--- config.mk ---
export PLATFORM = sky130hd
export DESIGN_NAME = clk_div_ctrl
export DESIGN_NICKNAME = d
export VERILOG_FILES = /design/src/rtl/clk_div_ctrl.sv
export SDC_FILE = /design/constraint.sdc
export NUM_CORES = 1
export LEC_CHECK = 0
export CORE_MARGIN = 2
export CORE_UTILIZATION = 24
export DETAILED_ROUTE_END_ITERATION = 12
export PLACE_DENSITY = 0.48
export SYNTH_ARGS = -nofsm -noshare
export SYNTH_HDL_FRONTEND = slang
export SYNTH_SLANG_ARGS = --single-unit
--- constraint.sdc ---
create_clock -name clk -period 2.9 [get_ports clk]
set_input_delay 0.29 -clock clk [delete_from_list [all_inputs] [get_ports clk]]
set_output_delay 0.29 -clock clk [all_outputs]
set_load 0.005 [all_outputs]
--- src/rtl/clk_div_ctrl.sv ---
// Programmable clock-divide controller: registered divided clock, per-period enable
// pulse, and boundary-aligned ratio changes through a valid/ready handshake.
module clk_div_ctrl #(
  parameter int DIV_W   = 8,
  parameter int DIV_RST = 4
) (
  input  logic             clk,
  input  logic             rst_n,
  input  logic             run,
  input  logic             cfg_valid,
  input  logic [DIV_W-1:0] cfg_div,
  output logic             cfg_ready,
  output logic             cfg_err,
  output logic             clk_out,
  output logic             clk_en,
  output logic             busy,
  output logic [DIV_W-1:0] div_active
);

  typedef enum logic [1:0] {IDLE, RUN, STOP_PEND} state_t;

  state_t           state, state_next;
  logic [DIV_W-1:0] cnt, cnt_next;
  logic [DIV_W-1:0] ratio, ratio_next;
  logic [DIV_W-1:0] shadow, shadow_next;
  logic             pend_vld, pend_next;
  logic             out_next, en_next, err_next;
  logic             accept, legal, boundary;
  logic [DIV_W:0]   half;

  always_comb begin
    accept      = cfg_valid && !pend_vld;
    legal       = cfg_div >= DIV_W'(2);
    boundary    = (state != IDLE) && (cnt == ratio - 1'b1);
    half        = ({1'b0, ratio} + 1'b1) >> 1;
    // Outputs lag the counter by one edge so every output leaves a flop.
    out_next    = (state != IDLE) && ({1'b0, cnt} < half);
    en_next     = (state != IDLE) && (cnt == '0);
    err_next    = accept && !legal;
    state_next  = state;
    cnt_next    = cnt;
    ratio_next  = ratio;
    shadow_next = shadow;
    pend_next   = pend_vld;

    case (state)
      IDLE: begin
        cnt_next = '0;
        if (accept && legal) ratio_next = cfg_div;
        if (run) state_next = RUN;
      end
      RUN: begin
        if (!run) state_next = STOP_PEND;
      end
      STOP_PEND: begin
        if (boundary) state_next = IDLE;
        else if (run) state_next = RUN;
      end
      default: state_next = IDLE;
    endcase

    // While counting, a pending ratio only ever lands on a period boundary.
    if (state != IDLE) begin
      if (boundary) begin
        cnt_next = '0;
        if (pend_vld) begin
          ratio_next = shadow;
          pend_next  = 1'b0;
        end
      end else begin
        cnt_next = cnt + 1'b1;
      end
      if (accept && legal) begin
        shadow_next = cfg_div;
        pend_next   = 1'b1;
      end
    end
  end

  always_ff @(posedge clk or negedge rst_n) begin
    if (!rst_n) begin
      state    <= IDLE;
      cnt      <= '0;
      ratio    <= DIV_W'(DIV_RST);
      shadow   <= '0;
      pend_vld <= 1'b0;
      clk_out  <= 1'b0;
      clk_en   <= 1'b0;
      cfg_err  <= 1'b0;
    end else begin
      state    <= state_next;
      cnt      <= cnt_next;
      ratio    <= ratio_next;
      shadow   <= shadow_next;
      pend_vld <= pend_next;
      clk_out  <= out_next;
      clk_en   <= en_next;
      cfg_err  <= err_next;
    end
  end

  assign busy       = (state != IDLE);
  assign cfg_ready  = !pend_vld;
  assign div_active = ratio;

endmodule

### Word-level counts from Yosys, hierarchy flattened

Cells that the tools add are included.

* bits in registers: 30

* $add $sub $neg: 3
* $lt $le $gt $ge: 2
* equality and inequality tests: 4
* multiplexer cells: 14
* reduce and logical (&&, ||, !) cells: 15

Operators with widths (number)
* $mux W8: 8
* $add A8 B1 Y9 const B: 1
* $add A8 B1 Y8 const B: 1
* $eq A8 B8 Y1: 1
* $ge A8 B2 Y1 const B: 1
* $logic_not A8 Y1: 1
* $lt A8 B8 Y1: 1
* $sub A8 B1 Y8 const B: 1
* $logic_and A1 B1 Y1: 6
* $mux W2: 3
* $pmux W2 S3: 1
* $reduce_bool A2 Y1: 3
* $reduce_and A2 Y1: 2
* $eq A2 B1 Y1 const B: 1
* $eq A2 B2 Y1 const B: 1
* $logic_not A1 Y1: 2
* $logic_not A2 Y1: 1
* $mux W1: 2
* $ne A2 B2 Y1 const B: 1

### Longest topological paths before layout

Gate-level depths: netlist (run 1).

* depth in word-level cells: 8
* mapped depth: 9

### Worst setup path before layout (run 1)

OpenSTA, ideal clock, no wires.

* kind: reg-to-reg
* from: register ratio[2], in the netlist div_active[2]
* to: register ratio[0], in the netlist div_active[0]
* arrival time: 2180 ps
* required time: 2775 ps
* slack: 595 ps
* stages on the path, launching flop included: 9
* buffers on the path: 2
* period minus slack after synthesis: 2305 ps
* cell sequence: dfstp_2 -> buf_6 -> nor3_2 -> or3_1 -> a31o_1 -> a211oi_2 -> and3_1 -> buf_6 -> mux2_4

* word-level cells in the longest chain between the ends: 5

RTL lines
* start: declaration: RTL line 24 `logic [DIV_W-1:0] ratio, ratio_next;`
* start signal: assignment: RTL line 84 `ratio <= DIV_W'(DIV_RST);`
* start signal: assignment: RTL line 93 `ratio <= ratio_next;`
* $sub A8 B1 Y8: RTL line 34 `boundary = (state != IDLE) && (cnt == ratio - 1'b1);`
* $eq A8 B8 Y1: RTL line 34
* $logic_and A1 B1 Y1: RTL line 34
* $mux W8: RTL line 64 `if (boundary) begin`
* $mux W8: RTL line 63 `if (state != IDLE) begin`
* named net ratio_next[0]: RTL line 24

The timed path passes the listed nets, and every way through them passes these cells.
A chain may end at the register's enable or synchronous reset.

### Worst setup path after layout (run 1)

* from: register ratio[2], in the netlist div_active[2]
* to: register ratio[3], in the netlist div_active[3]

The elaborated chain is that of the path after synthesis.

==> flow_summary.toml, run 1 <==
[outcome]
status = "completed"

[yosys]
synth_area_per_cell_um2 = 11.0
syn_inst = 171
synth_cell_type_count = 44
synth-seq-cells = 30
synth.cell_area_um2 = 1880
yosysWarnings = 0
ys_seq_area_share_pct = 40.0
synth_edf_count = 0
synthArstFlopShare_pct = 100
syn-num-nets = 194
ys_dominant_reg_cell = "dfrtp_1"

[setup_path]
critical_path_class = "reg -> reg"
cp.arrival_ns = 2.57
cp.required_ns = 3.07
slowest_delay_ns = 0.65
path_cells = "xor3_1 -> nor3_1 -> nand4b_1 -> a211oi_2 -> and3_1 -> buf_4 -> mux2_4"
start_kind = "register"
worst_setup_path_end_kind = "register"
path_max_fanout = 9
crit_family = "flip-flops"
crit_slowest_cell = "dfstp_2"
worst-path-buf-inv = 1

[timing]
setup_viol = 0
slew-limit-headroom_pct = 55.4
tns_ns = 0
skew_ns = 0.00821
rsz0062_at_grt = "no"
hold_violations = 0
max_freq_mhz = 417
fin_crit_sh_pct = 82.7
drv_slew = 0
period_minus_slack_ns = 2.40
timing_worst_slew_pin_value_ns = 0.666

[placement]
place_area_um2 = 2220
dp_cells = 294
gp_congestion = 0.687
io_buffer_count = 24
hpwl_mm = 2.93

[global_routing]
grt_max_degree = 31
overflow = 0
grt.total_usage_pct = 10.1
grt_pass1_wl_mm = 6.91
antenna_found_initial = 0
grt_pass1_vias = 1402

[flow_run]
cap_violations = 0

[final_layout]
stdcell_area_um2 = 2320
final_cells = 302
final_util_pct = 30.3
drive_above_1_share_pct = 21.5
layout_common_cells = "dfrtp_1 (29), clkdlybuf4s50_1 (24), mux2_2 (16)"
nets = 222
antenna_cells = 0
final_common_cell = "dfrtp_1"
area_delta_synth_final_pct = 23.4

[clock_tree]
cts_hold_buffers = 0
clkSinkCount = 30
worstSkewPairLatency_ns = 0.28
cts_buffer_depth = 2
cts_setup_buffers = 0
cts_root_buf = "clkbuf_8"
cts.clk_slew.worst_paths_ns = 0.07
htree_levels = 2
numCtsBuffers = 5
cts_tree = "yes"
post_cts_resized = 0

[power_and_ir_drop]
switching_share_pct = 34.7
p_comb_share_pct = 44.6
power.share.clock_pct = 17.0
intPower_mw = 1.36
p_leak_nw = 0.983
p_sw_uw = 722
power_density_nw_per_um2 = 896
vdd_drop_max_uv = 319
pwr-share-seq_pct = 38.4

[die]
die_h_um = 92.5
initial_utilization_pct = 24.6
die_x_um = 92.5
rows = 32
dieArea_um2 = 8560
coreArea_um2 = 7650
ios = 25

[detailed_routing]
vias = 1327
drt-initial-drc-count = 43
ant_nets = 0
drc = 0
routed_via_density = 4.39
totalWireLength_mm = 3.91
dr.pass1.iters = 4
wl_per_cell_um = 13.0

[worst_hold_path]
worstHoldPathType = "in -> async"
-- per-layer routing --
metal	up-vias	share of wire (%)	track usage (%)
li1	656	-	-
met1	650	50	13.7
met2	21	46	16.4
met3	0	3.6	2.52
met4	0	0	1.87
met5	-	0	0
-- flip-flops by register name (all words and copies together), names as in the netlist --
| signal | flops |
|---|---|
| pend_vld | 1 |
| div_active | 8 |
| state | 2 |
| clk_out | 1 |
| shadow | 8 |
| cnt | 8 |
| cfg_err | 1 |
| clk_en | 1 |
-- through the flow --
stage | hold WS [ns] | setup WS, ns | total power, mW
2_1_floorplan | -0.00559 | 0.595 | 1.45
3_3_place_gp | 0.484 | 0.490 | 1.74
3_5_place_dp | 0.488 | 0.458 | 1.74
5_1_grt | 0.460 | 0.309 | 2.26
6_report | 0.406 | 0.502 | 2.08
4_1_cts | 0.421 | 0.483 | 2.11
-- synthesized netlist by cell type (2+ instances only) --
master     n  share of area, %
dfrtp_1   29                39
mux2_2    16               9.6
nor2_1    15               3.0
ha_1      11               7.3
nand3_1   11               2.9
xnor2_1   10               4.7
xor2_1    10               4.7
mux2_4     8               6.4
and3_1     5               1.7
inv_1      5               1.0
nand2_1    5               1.0
nor3_1     4               1.1
buf_4      3               1.2
nor4_1     3               1.0
o21ai_0    3              0.80
a21o_1     2              0.80
buf_6      2               1.2
nand2b_1   2              0.67
nor3b_1    2              0.80
-- worst paths after layout --
kind                                from       endpoint  slack, ns  cells past startpoint
min in group clk                pend_vld        cfg_err       0.50                      1
max in group asynchronous          rst_n  div_active[2]       2.18                      2
min reg2reg                     pend_vld        cfg_err       0.50                      1
max reg2reg                div_active[2]  div_active[3]       0.50                      7
max                        div_active[2]  div_active[3]       0.50                      7
min                                rst_n         cnt[7]       0.41                      2
-- cell families after synthesis --
group,Yosys count,share of synthesized area (%)
AO/OA/AOI/OAI,14,5.26
XOR/XNOR,21,10.6
adder cells (fa/ha/maj),11,7.32
buffers and inverters,13,4.06
flip-flops,30,40.0
multiplexers,24,16.0
AND/OR/NAND/NOR,58,16.8
-- power groups by stage --
stage	combinational, mW	sequential [mW]	clock [mW]
2_1_floorplan	0.754	0.697	0
3_3_place_gp	0.929	0.809	0
3_5_place_dp	0.937	0.807	0
4_1_cts	0.944	0.801	0.366
5_1_grt	1.04	0.837	0.386
6_report	0.926	0.797	0.354
-- area by class of cell --
cell class	instances	area [µm²]
Clock buffer	6	82.6
Clock inverter	2	12.5
Fill cell	792	5330
Inverter	6	22.5
Multi-Input combinational cell	128	1050
Sequential cell	30	752
Tap cell	102	128
Timing Repair Buffer	28	270
Power figures use the tool's default switching activity.
==> run 2: changes to the inputs <==
==> constraint.sdc (replaced) <==
create_clock -name clk -period 2.5 [get_ports clk]
set_input_delay 0.25 -clock clk [delete_from_list [all_inputs] [get_ports clk]]
set_output_delay 0.25 -clock clk [all_outputs]
set_load 0.005 [all_outputs]
==> run 2 against run 1 <==
Effect of this change:
- sequential power grew 11%
- non-clock buffer count grew 3
- clock power up 16%
- cell area grew 1.5%
- utilization grew 0.46 points
- global-route usage decreased by 0.30 points
- via count decreased by 1.4%
- wire length increased by 0.69%
- first-iteration DRC count rose by 51%
- largest cell class unchanged
- highest routed layer unchanged
==> flow_summary.toml, run 2 (same netlist as run 1, synthesis figures left out) <==
[global_routing]
antenna_found_initial = 0
grt_pass1_vias = 1356
overflow = 0
grt.total_usage_pct = 9.79
grt_pass1_wl_mm = 6.66
grt_max_degree = 31

[detailed_routing]
vias = 1309
wl_per_cell_um = 12.9
drt-initial-drc-count = 65
ant_nets = 0
totalWireLength_mm = 3.94
routed_via_density = 4.29
dr.pass1.iters = 4
drc = 0

[setup_path]
cp.arrival_ns = 2.56
startpoint = "div_active[2]"
cp.required_ns = 2.67
worst_setup_path_end_kind = "register"
rr_startpoint = "div_active[2]"
path_max_fanout = 9
ff2ff_setup_slack_ns = 0.10
start_kind = "register"
crit_slowest_cell = "dfstp_2"
slowest_delay_ns = 0.65
crit_family = "flip-flops"
critical_path_class = "reg -> reg"
worst-path-buf-inv = 1
path_cells = "xor3_1 -> nor3_1 -> nand4b_1 -> a211oi_2 -> and3_1 -> buf_12 -> mux2_4"

[die]
die_h_um = 92.5
initial_utilization_pct = 24.6
rows = 32
dieArea_um2 = 8560
coreArea_um2 = 7650
ios = 25
die_x_um = 92.5

[clock_tree]
cts_tree = "yes"
cts_root_buf = "clkbuf_8"
post_cts_resized = 0
cts_setup_buffers = 0
numCtsBuffers = 5
cts_hold_buffers = 0
worstSkewPairLatency_ns = 0.28
cts_buffer_depth = 2
cts.clk_slew.worst_paths_ns = 0.07
htree_levels = 2
clkSinkCount = 30

[timing]
rsz0062_at_grt = "no"
fin_crit_sh_pct = 95.9
skew_ns = 0.00957
period_minus_slack_ns = 2.40
max_freq_mhz = 417
hold_violations = 0
timing_worst_slew_pin_value_ns = 0.768
setup_viol = 0
drv_slew = 0
slew-limit-headroom_pct = 48.6
tns_ns = 0

[power_and_ir_drop]
p_sw_uw = 844
intPower_mw = 1.61
vdd_drop_max_uv = 405
p_leak_nw = 1.00
power.share.clock_pct = 16.6
pwr-share-seq_pct = 36.0
power_density_nw_per_um2 = 1040
switching_share_pct = 34.4
p_comb_share_pct = 47.4

[final_layout]
drive_above_1_share_pct = 22.7
nets = 225
fill_cells = 791
stdcell_area_um2 = 2350
area_delta_synth_final_pct = 25.2
antenna_cells = 0
final_cells = 305
layout_common_cells = "dfrtp_1 (29), clkdlybuf4s50_1 (24), mux2_2 (16)"
final_common_cell = "dfrtp_1"

[flow_run]
cap_violations = 0

[placement]
io_buffer_count = 24
gp_congestion = 0.699
place_area_um2 = 2260
dp_cells = 297
hpwl_mm = 2.98

[outcome]
status = "completed"

[worst_hold_path]
worstHoldPathType = "in -> async"
run 2: area by class of cell:
class	count	area (µm²)	share of cell area (%)
multi-input cells	128	1050	44.7
flip-flops and latches	30	752	31.9
repair buffers	31	305	13.0
well taps	102	128	5.42
clock buffers	6	82.6	3.51
inverters	6	22.5	0.956
clock inverters	2	12.5	0.531
run 2: final timing paths:
kind                                  to  depth (start not counted)
setup / recovery           div_active[3]                          7
hold reg to reg                 state[1]                          1
setup reg to reg           div_active[3]                          7
min in group clk                state[1]                          1
hold / removal                    cnt[1]                          2
max in group asynchronous  div_active[2]                          2
run 2: power by group through the flow:
| stage | combinational (mW) | clock [mW] | sequential (mW) |
|---|---|---|---|
| after global placement | 1.16 | 0 | 0.902 |
| after CTS | 1.19 | 0.422 | 0.888 |
| after global routing | 1.29 | 0.450 | 0.922 |
| after detailed placement | 1.18 | 0 | 0.896 |
| final | 1.16 | 0.409 | 0.883 |
| after floorplan | 0.875 | 0 | 0.809 |
run 2: metrics by stage:
stage	hold slack [ns]	total power, mW	worst slack, ns	util [%]
3_3_place_gp	0.482	2.07	0.0948	29.5
4_1_cts	0.383	2.50	0.0819	30.8
5_1_grt	0.400	2.66	0.00128	30.8
6_report	0.363	2.46	0.103	30.8
3_5_place_dp	0.489	2.08	0.0457	29.5
2_1_floorplan	-0.0456	1.68	0.195	-
run 2: per-layer routing:
metal  GRT usage [%]  up-vias  share of wire [%]
met5               0        -                  0
met4            1.87        0                  0
met3            2.93        0                4.1
met2            14.8       19                 46
met1            13.9      626                 50
li1                -      664                  -
==> run 3: changes to the inputs <==
--- a/config.mk
+++ b/config.mk
@@ -8,6 +8,7 @@
 export CORE_MARGIN = 2
 export CORE_UTILIZATION = 24
 export DETAILED_ROUTE_END_ITERATION = 12
+export GPL_ROUTABILITY_DRIVEN = 0
 export PLACE_DENSITY = 0.48
 export SYNTH_ARGS = -nofsm -noshare
 export SYNTH_HDL_FRONTEND = slang
==> results of run 3 <==
No change in the layout: final DEF, timing and power equal those of run 2.
